`src/rtl/mem_stage_pkg.sv`:
```
// Shared definitions for the memory stage: bus widths, stall encoding, load opcodes, FSM states.
package mem_stage_pkg;

    localparam int unsigned EX_TO_MEM_WD = 82;
    localparam int unsigned MEM_TO_WB_WD = 70;
    localparam int unsigned MEM_TO_ID_WD = 38;
    localparam int unsigned StallBus     = 6;

    localparam logic Stop   = 1'b1;
    localparam logic NoStop = 1'b0;

    localparam logic [5:0] LdLb  = 6'b100000;
    localparam logic [5:0] LdLbu = 6'b100100;
    localparam logic [5:0] LdLh  = 6'b100001;
    localparam logic [5:0] LdLhu = 6'b100101;
    localparam logic [5:0] LdLw  = 6'b100011;

    typedef enum logic [1:0] {
        StIdle,
        StWait,
        StHold
    } mem_state_e;

    // True when ld_type names one of the five load flavours.
    function automatic logic is_ld_code(input logic [5:0] ld_type);
        return (ld_type == LdLb) || (ld_type == LdLbu) || (ld_type == LdLh) ||
               (ld_type == LdLhu) || (ld_type == LdLw);
    endfunction

endpackage

```
`src/rtl/mem_stage_load_align.sv`:
```
// Load data alignment and sign/zero extension, plus misalignment detection.
module load_align
    import mem_stage_pkg::*;
(
    input  logic [5:0]  ld_type_i,
    input  logic [1:0]  addr_i,
    input  logic [31:0] rdata_i,
    output logic [31:0] data_o,
    output logic        misalign_o
);

    logic [7:0]  byte_sel;
    logic [15:0] half_sel;

    // Pick the addressed byte/half and extend according to the load flavour.
    always_comb begin
        byte_sel = rdata_i[7:0];
        case (addr_i)
            2'd0:    byte_sel = rdata_i[7:0];
            2'd1:    byte_sel = rdata_i[15:8];
            2'd2:    byte_sel = rdata_i[23:16];
            default: byte_sel = rdata_i[31:24];
        endcase
        half_sel = addr_i[1] ? rdata_i[31:16] : rdata_i[15:0];

        data_o     = rdata_i;
        misalign_o = 1'b0;
        case (ld_type_i)
            LdLb:  data_o = {{24{byte_sel[7]}}, byte_sel};
            LdLbu: data_o = {24'h0, byte_sel};
            LdLh: begin
                data_o     = {{16{half_sel[15]}}, half_sel};
                misalign_o = addr_i[0];
            end
            LdLhu: begin
                data_o     = {16'h0, half_sel};
                misalign_o = addr_i[0];
            end
            LdLw: begin
                data_o     = rdata_i;
                misalign_o = (addr_i != 2'd0);
            end
            default: data_o = rdata_i;
        endcase
    end

endmodule

```
`src/rtl/mem_stage.sv`:
```
// Memory pipeline stage: registers the execute bus, waits for load data, aligns it and
// drives the writeback and forwarding buses.
module mem_stage
    import mem_stage_pkg::*;
#(
    parameter int unsigned WAIT_LIMIT = 64
) (
    input  logic                    clk,
    input  logic                    rst,
    input  logic [StallBus-1:0]     stall,
    input  logic [EX_TO_MEM_WD-1:0] ex_to_mem_bus,
    input  logic [31:0]             data_sram_rdata,
    input  logic                    data_sram_rvalid,
    output logic [MEM_TO_WB_WD-1:0] mem_to_wb_bus,
    output logic [MEM_TO_ID_WD-1:0] mem_to_id_bus,
    output logic                    stall_mem,
    output logic                    mem_misalign,
    output logic                    mem_timeout
);

    localparam int unsigned CntW = $clog2(WAIT_LIMIT + 1);
    localparam logic [CntW-1:0] CntLast = CntW'(WAIT_LIMIT - 1);

    logic [EX_TO_MEM_WD-1:0] ex_q;
    mem_state_e              state_q;
    logic [31:0]             buf_q;
    logic [CntW-1:0]         cnt_q;
    logic                    timeout_q;

    logic [5:0]  ld_type;
    logic [31:0] pc;
    logic        ram_en;
    logic [3:0]  ram_wen;
    logic        rf_we;
    logic [4:0]  rf_waddr;
    logic [31:0] ex_result;
    logic        is_load;
    logic        ld_ok;
    logic        reg_hold;
    logic [31:0] aligned;
    logic        misalign;
    logic [31:0] rf_wdata;
    logic        rf_we_out;
    logic        unused_bits;

    assign ld_type   = ex_q[81:76];
    assign pc        = ex_q[75:44];
    assign ram_en    = ex_q[43];
    assign ram_wen   = ex_q[42:39];
    assign rf_we     = ex_q[37];
    assign rf_waddr  = ex_q[36:32];
    assign ex_result = ex_q[31:0];

    assign unused_bits = ^{ex_q[38], stall[2:0], stall[5]};

    assign is_load  = ram_en && (ram_wen == 4'b0000) && is_ld_code(ld_type);
    assign ld_ok    = is_load && !misalign;
    assign reg_hold = (stall[3] == Stop) && (stall[4] == Stop);

    load_align u_load_align (
        .ld_type_i  (ld_type),
        .addr_i     (ex_result[1:0]),
        .rdata_i    (data_sram_rdata),
        .data_o     (aligned),
        .misalign_o (misalign)
    );

    // Input register: bubble when this stage stops but writeback proceeds, load when free.
    always_ff @(posedge clk or negedge rst) begin
        if (!rst) begin
            ex_q <= '0;
        end else if ((stall[3] == Stop) && (stall[4] == NoStop)) begin
            ex_q <= '0;
        end else if (stall[3] == NoStop) begin
            ex_q <= ex_to_mem_bus;
        end
    end

    // Load-wait FSM with data buffer, wait counter and sticky timeout flag.
    always_ff @(posedge clk or negedge rst) begin
        if (!rst) begin
            state_q   <= StIdle;
            buf_q     <= '0;
            cnt_q     <= '0;
            timeout_q <= 1'b0;
        end else begin
            case (state_q)
                StIdle: begin
                    if (ld_ok) begin
                        if (!data_sram_rvalid) begin
                            state_q <= StWait;
                            cnt_q   <= '0;
                        end else if (reg_hold) begin
                            // Same-cycle data but the load stays put: keep it for later cycles.
                            buf_q   <= aligned;
                            state_q <= StHold;
                        end
                    end
                end
                StWait: begin
                    if (data_sram_rvalid) begin
                        buf_q   <= aligned;
                        cnt_q   <= '0;
                        state_q <= StHold;
                    end else if (cnt_q == CntLast) begin
                        timeout_q <= 1'b1;
                    end else begin
                        cnt_q <= cnt_q + CntW'(1);
                    end
                end
                StHold: begin
                    if (!reg_hold) begin
                        state_q <= StIdle;
                    end
                end
                default: state_q <= StIdle;
            endcase
        end
    end

    // Writeback data selection and output bus assembly.
    always_comb begin
        rf_wdata = ex_result;
        if (is_load) begin
            rf_wdata = (state_q == StHold) ? buf_q : aligned;
        end
        rf_we_out    = rf_we && !(is_load && misalign);
        mem_misalign = is_load && misalign;
        stall_mem    = (state_q == StWait) ||
                       ((state_q == StIdle) && ld_ok && !data_sram_rvalid);
        mem_to_wb_bus = {pc, rf_we_out, rf_waddr, rf_wdata};
        mem_to_id_bus = {rf_we_out && !stall_mem, rf_waddr, rf_wdata};
        mem_timeout   = timeout_q;
    end

endmodule

```
`config.mk`:
```
export PLATFORM = sky130hd
export DESIGN_NAME = mem_stage
export DESIGN_NICKNAME = d
export VERILOG_FILES = /design/src/rtl/mem_stage_pkg.sv /design/src/rtl/mem_stage_load_align.sv /design/src/rtl/mem_stage.sv
export SDC_FILE = /design/constraint.sdc
export NUM_CORES = 1
export LEC_CHECK = 0
export ABC_CLOCK_PERIOD_IN_PS = 3400
export BUFFER_PORTS_ARGS = -buffer_cell sky130_fd_sc_hd__buf_2
export CAP_MARGIN = 10
export CORE_AREA = 3 3 122 124
export CTS_CLUSTER_SIZE = 30
export DETAILED_ROUTE_END_ITERATION = 10
export DIE_AREA = 0 0 125 127
export GPL_TIMING_DRIVEN = 1
export HOLD_SLACK_MARGIN = 0.1
export PLACE_DENSITY_LB_ADDON = 0.3
export SLEW_MARGIN = 20
export SYNTH_ARGS = -nofsm -noshare
export SYNTH_HDL_FRONTEND = slang
export SYNTH_HIERARCHICAL = 1
export SYNTH_SLANG_ARGS = --single-unit
```
`constraint.sdc`:
```
create_clock -name clk -period 3.4 [get_ports clk]
set_clock_uncertainty 0.2 [all_clocks]
set_input_delay 0.34 -clock clk [delete_from_list [all_inputs] [get_ports clk]]
set_output_delay 0.34 -clock clk [all_outputs]
set_load 0.01 [all_outputs]
```
==> flow_metrics.tcl <==
set metrics [dict create \
    status "complete, no violations" \
    drv_slew 0 \
    timing.fmax_mhz 307.7 \
    syn_inst 776 \
    path_clk_slew_ps 50 \
    cpLargestDelayFamily "compound AO/OA/AOI/OAI gates" \
    via_per_inst 5.047 \
    timing.max_cap.violations 0 \
    vias 6011 \
    diodes 0 \
    slowest_stage "or4b_4" \
    grt_pass1_wl_um 30330 \
    cp.required_ps 2860 \
    yosysWarnings 6 \
    n_fill_cell 1114 \
    area_growth_pct 30.73 \
    power.density_nw_per_um2 450.9 \
    io_buffers 228 \
    max_stage_delay_ps 570 \
    leakage_nw 4.716 \
    wl_met3_um 961 \
    h-tree-depth 4 \
    dp_cells 1075 \
    core.rowCount 43 \
    synth_edf_count 0 \
    worst_slew_pin_slew_ps 896.4 \
    period_share_pct 95.58 \
    synth_most_common_cell "dfrtp_1" \
    synth-seq-cells 123 \
    ant_nets 0 \
    grt_max_degree 84 \
    worst_setup_path_end_kind "output port" \
    routed_wl_um 18510 \
    critPathLaunchType "flop" \
    drc_errors 0 \
    holdWs_ps 143.1 \
    clock_latency_ps 410 \
    synthArstFlopShare_pct 100.0 \
    hold_viol 0 \
    fin_ws_ps 150.2 \
    final.min_clock_period_ps 3250 \
    crit_buf_inv 1 \
    core-area_um2 13880 \
    syn_area_um2 7048 \
    post-place-ws_ps 361.9 \
    final_nets 1123 \
    grt_use_total_pct 23.64 \
    yosysTopAreaCell "dfrtp_1" \
    synth.area.top_cells "dfrtp_1, buf_4, o21ai_0, mux2_2, mux2i_1" \
    ys_seq_area_share_pct 43.67 \
    top_layer_used "met4" \
    tritoncts "yes" \
    cts_buffer_depth 2 \
    synth_top_area_share_pct 43.67 \
    drive_gt1_share_pct 32.44 \
    clock-sinks 123 \
    setup_viol 0 \
    hold_class "in -> reg" \
    peakVddDrop_uv 325.8 \
    met1_length_um 7979 \
    wl_met2_um 9217 \
    syn_nets 900 \
    worstPathCellList "or4b_4, a211o_1, o21ai_0, mux2i_1, a21oi_1, buf_2" \
    firstDrtPassIters 4 \
    numCtsBuffers 17 \
    synth_ff_type "dfrtp_1" \
    root_buffer "clkbuf_16" \
    ys_top_cells_by_count "dfrtp_1, o21ai_0, nand2_1, inv_1, buf_4" \
    io_pins 234 \
    rsz0062_at_grt "yes" \
    stdcell_count 1191 \
    crit_arrival_ps 2710 \
    crit_type "reg -> out" \
    overflow 0 \
    antenna_found_initial 0 \
    seqCellArea_um2 3078 \
    wl_per_cell_um 15.54 \
    multiInputGateArea_um2 2884 \
    fp.dieArea_um2 15880 \
    netlist-cell-type-count 47 \
    chipWidth_um 125 \
    dpl.hpwl_um 12050 \
    die_h_um 127 \
    setup-tns-final_ps 0 \
    cp_max_fo 16 \
    relSlewSlack_pct 40.24 \
    drt_iter0_drc 432 \
    place.gp.congestion 0.8065 \
    grt_pass1_vias 6059 \
    initial_core_util_pct 50.78 \
    synth_area_per_cell_um2 9.082 \
]
==> tightest hold or removal path, stage by stage <==
cell,delay [ps]
buf_2,100
nand2_1,40
o21ai_0,80
mux2_2,150
==> sequential cells by signal, indices dropped and copies added (netlist names) <==
signal,cells
ex_q,81
buf_q,32
cnt_q,7
state_q,2
mem_timeout,1
==> report_power, final <==
group	switching, mW	total [mW]	leakage (nW)	internal, mW
clock	0.613	1.76	0.290	1.15
combinational	0.371	0.725	2.84	0.354
sequential	0.0738	1.67	1.59	1.60
==> stage by stage <==
step	power (mW)	instance area [um^2]	util, %
after detailed placement	2.335	7765	55.94
after CTS	4.185	9194	66.23
after global placement	2.317	7765	55.94
final	4.155	9214	66.38
after floorplan	2.138	7048	-
after global routing	4.359	9214	66.38
==> cells by family after synthesis <==
group | synth area share (%)
flip-flops | 43.67
multiplexers | 14.52
AND/OR/NAND/NOR | 11.52
XOR/XNOR | 0.1243
adder cells (fa/ha/maj) | 0.1775
AO/OA/AOI/OAI | 14.24
buffers and inverters | 15.75
==> layout by cell type (no fill, tap or decap), types with 2 or more instances in the layout <==
master,instances
a21o_1,2
a21oi_1,35
a21oi_2,2
a221o_1,14
a22o_1,5
and3_1,10
buf_12,2
buf_2,227
buf_4,12
bufinv_16,2
clkbuf_1,3
clkbuf_16,17
clkbuf_8,4
clkinv_2,4
dfrtp_1,123
dlygate4sd3_1,83
inv_1,86
mux2_2,37
mux2i_1,40
mux4_2,8
nand2_1,101
nand2b_1,7
nand3_1,3
nor2_1,48
nor3_1,2
o21ai_0,100
o21ai_1,4
==> area by class of cell <==
class / instances / area share [%]
inverter: 86 / 3.504
clock inverter: 7 / 0.9641
timing repair buffer: 326 / 23.04
multi-input combinational: 445 / 31.30
clock buffer: 24 / 5.337
sequential: 123 / 33.41
tap: 180 / 2.444
==> final timing paths <==
path | slack [ps] | to | depth (start not counted) | from
setup / recovery | 150 | mem_to_wb_bus[24] | 6 | ex_q[79]$_DFFE_PN0P_
hold / removal | 140 | buf_q[31]$_DFFE_PN0P_ | 4 | data_sram_rdata[31]
setup reg to reg | 700 | buf_q[13]$_DFFE_PN0P_ | 6 | ex_q[40]$_DFFE_PN0P_
hold reg to reg | 250 | mem_timeout$_DFFE_PN0P_ | 1 | mem_timeout$_DFFE_PN0P_
max in group asynchronous | 1950 | buf_q[20]$_DFFE_PN0P_ | 3 | rst
min in group asynchronous | 330 | ex_q[74]$_DFFE_PN0P_ | 2 | rst
==> repair_timing <==
| item | CTS | global route |
|---|---|---|
| endpoints found under the setup margin | 7 | 46 |
| pin swaps | 1 | 0 |
| buffers inserted | 2 | 0 |
| hold endpoints to repair | 155 | 0 |
| hold buffers | 83 | 0 |
| gates resized for setup | 1 | 10 |
==> routing by layer <==
metal,up-vias,track usage [%]
met2,185,40.90
met3,30,5.142
met5,-,0
met4,0,7.398
met1,2850,29.84
li1,2946,-
No activity file was read; power rests on OpenSTA's default activity.
